$ cat src/rtl/mem_arb_pkg.sv
// mem_arb_pkg: shared types and constants for the system-RAM port arbiter.
//   arb_state_e : sequencer states (IDLE, ACCESS, DONE)
//   owner_e     : owner encoding of the granted access (OWN_CPU = 0, OWN_DMA = 1)
//   *_MIN/*_MAX : legal ranges of the MEM_LAT and STARVE_MAX parameters
//   lat_load()  : latency counter load value for a given MEM_LAT, clamped into range
package mem_arb_pkg;

    typedef enum logic [1:0] {
        IDLE   = 2'd0,
        ACCESS = 2'd1,
        DONE   = 2'd2
    } arb_state_e;

    typedef enum logic {
        OWN_CPU = 1'b0,
        OWN_DMA = 1'b1
    } owner_e;

    localparam int unsigned MEM_LAT_MIN    = 1;
    localparam int unsigned MEM_LAT_MAX    = 15;
    localparam int unsigned STARVE_MAX_MIN = 1;
    localparam int unsigned STARVE_MAX_MAX = 15;

    // The counter runs from MEM_LAT-1 down to 0, so an out-of-range latency is
    // clamped rather than allowed to wrap the 4-bit counter.
    function automatic logic [3:0] lat_load(input int unsigned lat);
        int unsigned l;
        l = lat;
        if (l < MEM_LAT_MIN) l = MEM_LAT_MIN;
        if (l > MEM_LAT_MAX) l = MEM_LAT_MAX;
        return 4'(l - 1);
    endfunction

endpackage

$ cat src/rtl/mem_arb_starve.sv
// mem_arb_starve: DMA starvation guard for mem_port_arbiter.
// Counts CPU grants made while DMA is waiting; once STARVE_MAX such grants have
// happened in a row, force_dma makes the next arbitration go to DMA.
// Ports:
//   clk, clr        : clock, asynchronous active-high reset
//   dma_req         : DMA request level
//   grant_cpu       : arbitration in IDLE granted the CPU this cycle
//   grant_dma       : arbitration in IDLE granted DMA this cycle
//   force_dma       : DMA must win the current arbitration
module mem_arb_starve
    import mem_arb_pkg::*;
#(
    parameter int unsigned STARVE_MAX = 4
) (
    input  logic clk,
    input  logic clr,
    input  logic dma_req,
    input  logic grant_cpu,
    input  logic grant_dma,
    output logic force_dma
);

    localparam logic [3:0] CNT_MAX = 4'(STARVE_MAX);

    logic [3:0] starve_cnt_q, starve_cnt_d;

    always_comb begin
        starve_cnt_d = starve_cnt_q;
        if (grant_dma) begin
            starve_cnt_d = 4'd0;
        end else if (grant_cpu && dma_req && (starve_cnt_q != CNT_MAX)) begin
            starve_cnt_d = starve_cnt_q + 4'd1;
        end
    end

    always_ff @(posedge clk or posedge clr) begin
        if (clr) begin
            starve_cnt_q <= 4'd0;
        end else begin
            starve_cnt_q <= starve_cnt_d;
        end
    end

    assign force_dma = dma_req && (starve_cnt_q == CNT_MAX);

endmodule

$ cat src/rtl/mem_port_arbiter.sv
// mem_port_arbiter: sequencer/arbiter for the single-ported system RAM shared
// by the CPU control unit and the DMA/loader port. One access at a time:
// IDLE (arbitrate) -> ACCESS (strobes held MEM_LAT cycles) -> DONE (ack).
// Optional feature: define MEM_ARB_STARVE_EN to let a waiting DMA request win
// after STARVE_MAX consecutive CPU grants; otherwise the CPU has strict priority.
// Ports:
//   clk, clr                          : clock, asynchronous active-high reset
//   cpu_req/we/addr/wdata             : CPU request (level, held until cpu_ack)
//   cpu_rdata, cpu_ack                : registered read data, one-cycle ack
//   cpu_stall                         : cpu_req & ~cpu_ack (combinational)
//   dma_req/we/addr/wdata/rdata/ack   : same for the DMA port
//   mem_addr/wdata/rd/wr              : registered RAM address, data and strobes
//   mem_rdata                         : RAM read data, valid in last access cycle
module mem_port_arbiter
    import mem_arb_pkg::*;
#(
    parameter int unsigned AW         = 9,
    parameter int unsigned DW         = 32,
    parameter int unsigned MEM_LAT    = 1,
    parameter int unsigned STARVE_MAX = 4
) (
    input  logic          clk,
    input  logic          clr,

    input  logic          cpu_req,
    input  logic          cpu_we,
    input  logic [AW-1:0] cpu_addr,
    input  logic [DW-1:0] cpu_wdata,
    output logic [DW-1:0] cpu_rdata,
    output logic          cpu_ack,
    output logic          cpu_stall,

    input  logic          dma_req,
    input  logic          dma_we,
    input  logic [AW-1:0] dma_addr,
    input  logic [DW-1:0] dma_wdata,
    output logic [DW-1:0] dma_rdata,
    output logic          dma_ack,

    output logic [AW-1:0] mem_addr,
    output logic [DW-1:0] mem_wdata,
    output logic          mem_rd,
    output logic          mem_wr,
    input  logic [DW-1:0] mem_rdata
);

    localparam logic [3:0] LAT_INIT = lat_load(MEM_LAT);

    arb_state_e    state_q, state_d;
    owner_e        own_q, own_d;
    logic [3:0]    lat_cnt_q, lat_cnt_d;
    logic          we_q, we_d;
    // mem_addr/mem_wdata registers double as the latched access address/data.
    logic [AW-1:0] mem_addr_q, mem_addr_d;
    logic [DW-1:0] mem_wdata_q, mem_wdata_d;
    logic          mem_rd_q, mem_rd_d;
    logic          mem_wr_q, mem_wr_d;
    logic          cpu_ack_q, cpu_ack_d;
    logic          dma_ack_q, dma_ack_d;
    logic [DW-1:0] cpu_rdata_q, cpu_rdata_d;
    logic [DW-1:0] dma_rdata_q, dma_rdata_d;

    logic force_dma;
    logic pick_dma;
    logic grant_cpu;
    logic grant_dma;

`ifdef MEM_ARB_STARVE_EN
    mem_arb_starve #(
        .STARVE_MAX (STARVE_MAX)
    ) u_starve (
        .clk       (clk),
        .clr       (clr),
        .dma_req   (dma_req),
        .grant_cpu (grant_cpu),
        .grant_dma (grant_dma),
        .force_dma (force_dma)
    );
`else
    assign force_dma = 1'b0;
`endif

    // Arbitration only takes effect in IDLE; CPU wins ties unless forced.
    assign pick_dma  = dma_req && (!cpu_req || force_dma);
    assign grant_dma = (state_q == IDLE) && pick_dma;
    assign grant_cpu = (state_q == IDLE) && cpu_req && !pick_dma;

    always_comb begin
        state_d     = state_q;
        own_d       = own_q;
        lat_cnt_d   = lat_cnt_q;
        we_d        = we_q;
        mem_addr_d  = mem_addr_q;
        mem_wdata_d = mem_wdata_q;
        mem_rd_d    = mem_rd_q;
        mem_wr_d    = mem_wr_q;
        cpu_ack_d   = 1'b0;
        dma_ack_d   = 1'b0;
        cpu_rdata_d = cpu_rdata_q;
        dma_rdata_d = dma_rdata_q;

        unique case (state_q)
            IDLE: begin
                if (grant_dma) begin
                    state_d     = ACCESS;
                    own_d       = OWN_DMA;
                    lat_cnt_d   = LAT_INIT;
                    we_d        = dma_we;
                    mem_addr_d  = dma_addr;
                    mem_wdata_d = dma_wdata;
                    mem_rd_d    = !dma_we;
                    mem_wr_d    = dma_we;
                end else if (grant_cpu) begin
                    state_d     = ACCESS;
                    own_d       = OWN_CPU;
                    lat_cnt_d   = LAT_INIT;
                    we_d        = cpu_we;
                    mem_addr_d  = cpu_addr;
                    mem_wdata_d = cpu_wdata;
                    mem_rd_d    = !cpu_we;
                    mem_wr_d    = cpu_we;
                end
            end

            ACCESS: begin
                if (lat_cnt_q == 4'd0) begin
                    // Last RAM cycle: capture read data and raise the ack for DONE.
                    state_d  = DONE;
                    mem_rd_d = 1'b0;
                    mem_wr_d = 1'b0;
                    if (own_q == OWN_CPU) begin
                        cpu_ack_d = 1'b1;
                        if (!we_q) cpu_rdata_d = mem_rdata;
                    end else begin
                        dma_ack_d = 1'b1;
                        if (!we_q) dma_rdata_d = mem_rdata;
                    end
                end else begin
                    lat_cnt_d = lat_cnt_q - 4'd1;
                end
            end

            DONE: begin
                state_d = IDLE;
            end

            default: begin
                state_d  = IDLE;
                mem_rd_d = 1'b0;
                mem_wr_d = 1'b0;
            end
        endcase
    end

    // Asynchronous clear drops the strobes immediately and discards any
    // in-flight access, so no ack is ever produced for it.
    always_ff @(posedge clk or posedge clr) begin
        if (clr) begin
            state_q     <= IDLE;
            own_q       <= OWN_CPU;
            lat_cnt_q   <= 4'd0;
            we_q        <= 1'b0;
            mem_addr_q  <= '0;
            mem_wdata_q <= '0;
            mem_rd_q    <= 1'b0;
            mem_wr_q    <= 1'b0;
            cpu_ack_q   <= 1'b0;
            dma_ack_q   <= 1'b0;
            cpu_rdata_q <= '0;
            dma_rdata_q <= '0;
        end else begin
            state_q     <= state_d;
            own_q       <= own_d;
            lat_cnt_q   <= lat_cnt_d;
            we_q        <= we_d;
            mem_addr_q  <= mem_addr_d;
            mem_wdata_q <= mem_wdata_d;
            mem_rd_q    <= mem_rd_d;
            mem_wr_q    <= mem_wr_d;
            cpu_ack_q   <= cpu_ack_d;
            dma_ack_q   <= dma_ack_d;
            cpu_rdata_q <= cpu_rdata_d;
            dma_rdata_q <= dma_rdata_d;
        end
    end

    assign mem_addr  = mem_addr_q;
    assign mem_wdata = mem_wdata_q;
    assign mem_rd    = mem_rd_q;
    assign mem_wr    = mem_wr_q;
    assign cpu_ack   = cpu_ack_q;
    assign dma_ack   = dma_ack_q;
    assign cpu_rdata = cpu_rdata_q;
    assign dma_rdata = dma_rdata_q;
    assign cpu_stall = cpu_req && !cpu_ack_q;

endmodule
$ cat config.mk
export PLATFORM = sky130hd
export DESIGN_NAME = mem_port_arbiter
export DESIGN_NICKNAME = d
export VERILOG_FILES = /design/src/rtl/mem_arb_pkg.sv /design/src/rtl/mem_arb_starve.sv /design/src/rtl/mem_port_arbiter.sv
export SDC_FILE = /design/constraint.sdc
export NUM_CORES = 1
export LEC_CHECK = 0
export ABC_CLOCK_PERIOD_IN_PS = 10350
export BUFFER_PORTS_ARGS = -buffer_cell sky130_fd_sc_hd__buf_4
export CORE_MARGIN = 2
export CORE_UTILIZATION = 51
export DETAILED_ROUTE_END_ITERATION = 8
export GPL_ROUTABILITY_DRIVEN = 0
export PLACE_DENSITY_LB_ADDON = 0.05
export SYNTH_ARGS = -nofsm -noshare
export SYNTH_HDL_FRONTEND = slang
export SYNTH_SLANG_ARGS = --single-unit
$ cat constraint.sdc
create_clock -name clk -period 10.35 [get_ports clk]
set_clock_uncertainty 0.1 [all_clocks]
set_input_delay 2.07 -clock clk [delete_from_list [all_inputs] [get_ports clk]]
set_output_delay 2.07 -clock clk [all_outputs]
set_load 0.02 [all_outputs]
* Word level (Yosys, flattened, before mapping) *
Cells that the tools add are included.

storage, ports and cells
  register bits after elaboration = 117
  latch bits = 0
  bits in writable memories = 0
  memory bits (read-only) = 0
  bits of input ports = 120
  output and inout port bits = 110
  logic and storage cells = 68
  memories = 0

cells by class
  add/subtract/negate cells = 1
  multiply operators = 0
  divide/modulo/power cells = 0
  $lt $le $gt $ge = 0
  equal/unequal tests = 5
  shift-type cells = 0
  mux-type cells = 27
  bitwise gates (word level) = 3
  reductions and logical operators = 20

operators by type and width
  cell                                                                count
  32-bit two-way mux                                                  2
  9-bit two-way mux                                                   2
  1-bit two-way mux                                                   13
  4-bit two-way mux                                                   3
  4-bit case mux with 2 select lines                                  1
  4-bit AND reduction                                                 2
  2-bit two-way mux                                                   3
  1-bit case mux with 3 select lines                                  2
  3-bit AND reduction                                                 2
  1-bit logical AND                                                   5
  1-bit logical NOT                                                   5
  4-bit logical NOT                                                   1
  2-bit inequality test, second input constant                        2
  2-bit case mux with 2 select lines                                  1
  2-bit AND reduction                                                 2
  2-bit nonzero test                                                  2
  4-bit by 1-bit subtractor with 4-bit output, second input constant  1
  3-bit inequality test, second input constant                        1
  1-bit inverter                                                      3
  2-bit by 1-bit == test with 1-bit output, second input constant     1
  2-bit == test, second input constant                                1
  2-bit logical NOT                                                   1

* Longest topological paths before layout *
  word-level depth = 7
  depth in mapped cells = 8

* Least setup slack after synthesis *
No wires, ideal clock.

  kind = in2out
  start = input cpu_req
  end = output cpu_stall
  arrival time = 2.397 ns
  required time = 8.180 ns
  path slack = 5.783 ns
  cell stages on the path = 1
  cells stage by stage = nor2b_1

between the ends
  word-level cells in the longest chain between the ends = 1

RTL lines
  what               line                     source
  start, declared    mem_port_arbiter.sv:25   input logic cpu_req,
  1-bit logical AND  mem_port_arbiter.sv:195  assign cpu_stall = cpu_req && !cpu_ack_q;
  end, declared      mem_port_arbiter.sv:31   output logic cpu_stall,

No other way between the ends.

* Worst setup path in the final report *
Same ends and word-level chain as after synthesis.

==> summary.md <==
| Metric | Value |
|---|---|
| Yosys warnings | `0` |
| Type of the setup path with the least slack | `input port to primary output` |
| Clock latency at the later pin of the worst-skew pair | `500 ps` |
| Final Power | `2.46 mW` |
| CTS tree | `built` |
| Count of state elements after synthesis | `117` |
| Final min period | `4640 ps` |
| Worst reg2reg setup slack | `7310 ps` |
| Final Cycle Share | `44.8%` |
| Post-Synthesis Cells | `373` |
| Fin. max-slew vios | `0` |
| Crit path buffers/inverters | `2` |
| Reg clk slew, reported paths | `50 ps` |
| Root Driver | `clkbuf_8` |
| Nets@finish | `719` |
| Max Freq | `216 MHz` |
| Avg WL per Cell | `16.5 µm` |
| Horizontal extent of the die | `103 µm` |
| Estimated wirelength of the detail-placed design | `8750 µm` |
| Number of hold buffers added after CTS | `0` |
| Total vias in the final route | `3887` |
| Sequential cell area fraction in the yosys report | `58.3%` |
| Vias in the first global route | `3804` |
| Area of the core region | `9680 µm²` |
| Area of the multi-input gates | `1920 µm²` |
| Total overflow reported by the global router | `0` |
| Worst Path Arrival | `2470 ps` |
| Post-synthesis cell area | `5020 µm²` |
| Crit-path most repeated cell | `buf_4` |
| Simple-gate area share of the yosys netlist | `2.24%` |
| Hold Crit Class | `register to register` |
| Placed Cells | `711` |
| Reg2Reg Capture Point | `dma_rdata[0]$_DFFE_PP0P_` |
| Critical path endpoint | `cpu_stall` |
| Fillcell total | `669` |
| Number of iterations in the first detailed-routing pass | `4` |
| Top cells by instance count after synthesis | `dfrtp_1, o21ai_0, mux2i_1` |
| Max-Cap Viols | `0` |
| Pin count of the biggest net entering global routing | `64` |
| Via density per instance | `5.23` |
| Wire length of the first global-routing pass | `18900 µm` |
| Post-CTS Setup Inserts | `0` |
| Mean area per synthesized cell | `13.5 µm²` |
| Largest fanout on the critical path | `3` |
| Non-filler instance count after layout | `743` |
| Setup TNS | `0 ps` |
| Die outline area | `10700 µm²` |
| Area growth from synthesis to layout | `46.0%` |
| Final WS setup | `5710 ps` |
| Count of nets left with antenna violations after detail routing | `0` |
| Starting density of the core | `51.8%` |
| Status | `completed` |
| Standard-cell rows | `36` |
| Adder-cell share of the synthesized area | `0.499%` |
| Synth Area in Compound Gates | `9.72%` |
| Fraction of post-synthesis cell area in the top cell type by area | `58.3%` |
| Max IR drop VDD | `0.137 mV` |
| Hold depth | `2` |
| RSZ-0062 raised after global routing | `no` |
| Least-Margin Pin Slew | `1240 ps` |
| Synthesized net count | `495` |
| Share of flip-flops with an asynchronous set or reset | `100%` |
| Dominant combinational cell family by area after synthesis | `multiplexers` |
| Share of synthesized area spent on multiplexers | `25.6%` |
| Antenna Cells | `0` |
| Ys flop type | `dfrtp_1` |
| Crit. End Element | `primary output` |
| Total wire length after detailed routing | `12300 µm` |
| Launching element type of the critical path | `input port` |
| Seq. cell area | `2930 µm²` |
| Worst-path cell chain | `buf_4, nor2b_1, buf_4` |
| Beginning of the worst register-to-register path | `lat_cnt_q[0]$_DFFE_PP0P_` |
| Startpoint of the most critical setup path | `cpu_req` |
| Tightest slew margin relative to the limit | `17.6%` |
| Kind of cell adding the most delay to the critical path | `buffers and inverters` |
| Clock sink count | `117` |
| Initial antenna violation count | `0` |
| Fraction of final layout cells sized beyond drive strength 1 | `54.1%` |
| Count of different cell masters after synthesis | `30` |
| I/O pins | `230` |
| Synth area leaders | `dfrtp_1, mux2_4, mux2i_1, o21ai_0, mux2_2` |
| Worst slack, placed | `5710 ps` |
| Cell depth of the worst setup path | `3` |
| Height of the chip | `103 µm` |
| Core utilization of the finished layout | `75.7%` |
| CTS resizes | `0` |
| Highest-delay cell along the critical path | `buf_4` |
| Port Buffer Count | `229` |
| CTS H-tree lvls | `4` |
| Highest cell delay on the worst timing path | `150 ps` |
| Number of synthesized flops with an enable pin | `0` |
| Library cell with the highest instance count after synthesis | `dfrtp_1` |
| Final setup viols | `0` |
| Cell type with the largest total area after synthesis | `dfrtp_1` |
| Number of violations reported at the end of detailed-routing iteration 0 | `127` |
| Number of buffers on the longest clock path | `2` |
| Pleak | `3.55 nW` |
| Number of failing hold endpoints at the final stage | `0` |
| Worst reg2reg path depth | `6` |
| DRC | `0` |
| Cell Pwr Density | `335 nW/µm²` |
| Number of buffers created by CTS | `17` |
| Fraction of synthesized cell area in xor and xnor cells | `0%` |
| Data required time of the critical path | `8180 ps` |
| Total routing resource utilization after global routing | `23.3%` |
layout make-up:
type                       count  area share (%)
inverter                       4           0.239
multi-input combinational    224            26.2
clock buffer                  22            6.04
tap                          133            2.27
clock inverter                10            1.45
timing repair buffer         233            23.9
sequential                   117            39.9
cell usage in the layout (no fill, tap or decap), types with 2 or more instances in the layout:
cell	Yosys	layout
clkbuf_1	19	4
nand3_1	3	3
nor2b_1	2	2
bufinv_16	0	2
buf_4	0	233
ha_1	2	2
mux2_4	30	30
clkbuf_16	0	16
mux2_2	34	34
dfrtp_1	117	117
nor3_1	2	2
o22ai_1	2	2
o21ai_0	87	87
mux2i_1	45	45
clkbuf_8	0	2
nor2_1	3	2
clkinv_2	0	6
inv_1	4	3
how the worst min path moves through the flow:
stage                                   start                   endpoint  slack, ps
detailed placement   dma_rdata[4]$_DFFE_PP0P_   dma_rdata[4]$_DFFE_PP0P_        390
global placement     lat_cnt_q[3]$_DFFE_PP0P_   lat_cnt_q[3]$_DFFE_PP0P_        380
finish              mem_wdata[23]$_DFFE_PP0P_  mem_wdata[23]$_DFFE_PP0P_        400
CTS                  dma_rdata[4]$_DFFE_PP0P_   dma_rdata[4]$_DFFE_PP0P_        410
global route         dma_rdata[2]$_DFFE_PP0P_   dma_rdata[2]$_DFFE_PP0P_        420
floorplan            lat_cnt_q[3]$_DFFE_PP0P_   lat_cnt_q[3]$_DFFE_PP0P_        360
report_power, final:
group | internal (mW) | switching [mW]
Sequential | 0.682 | 0.122
Combinational | 0.533 | 0.584
Clock | 0.346 | 0.192
registers in the layout (all words and copies together) (netlist names), 2 cells and up:
register / cells
dma_rdata: 32
lat_cnt_q: 4
state_q: 2
mem_addr: 9
cpu_rdata: 32
mem_wdata: 32
routing by layer:
metal | routed length, µm | part of all wire, % | up-vias | GRT usage [%]
li1 | - | - | 1789 | -
met4 | 210 | 1.7 | 0 | 7.59
met2 | 6230 | 51 | 172 | 39.6
met1 | 4790 | 39 | 1905 | 27.7
met3 | 1050 | 8.5 | 21 | 8.60
met5 | 0 | 0 | - | 0
worst register-to-register path: stages (launching register included):
cell	delay (ps)
dfrtp_1	390
inv_1	110
ha_1	180
nor3b_1	550
nand4_1	780
buf_4	510
mux2_2	310
through the flow:
stage	hold WS, ps	instance area, µm²
2_1_floorplan	357	5020
3_3_place_gp	379	6780
3_5_place_dp	394	6780
4_1_cts	406	7330
5_1_grt	416	7330
6_report	405	7330
cells by family (layout without fill, tap and decap cells):
| logic type | Yosys count | after routing |
|---|---|---|
| muxes | 109 | 109 |
| DFF | 117 | 117 |
| adders and majority gates | 2 | 2 |
| and+or+nand+nor | 19 | 19 |
| AOI/OAI and AO/OA | 94 | 94 |
| buffers and inverters | 32 | 269 |
(Power assumes the default switching activity.)
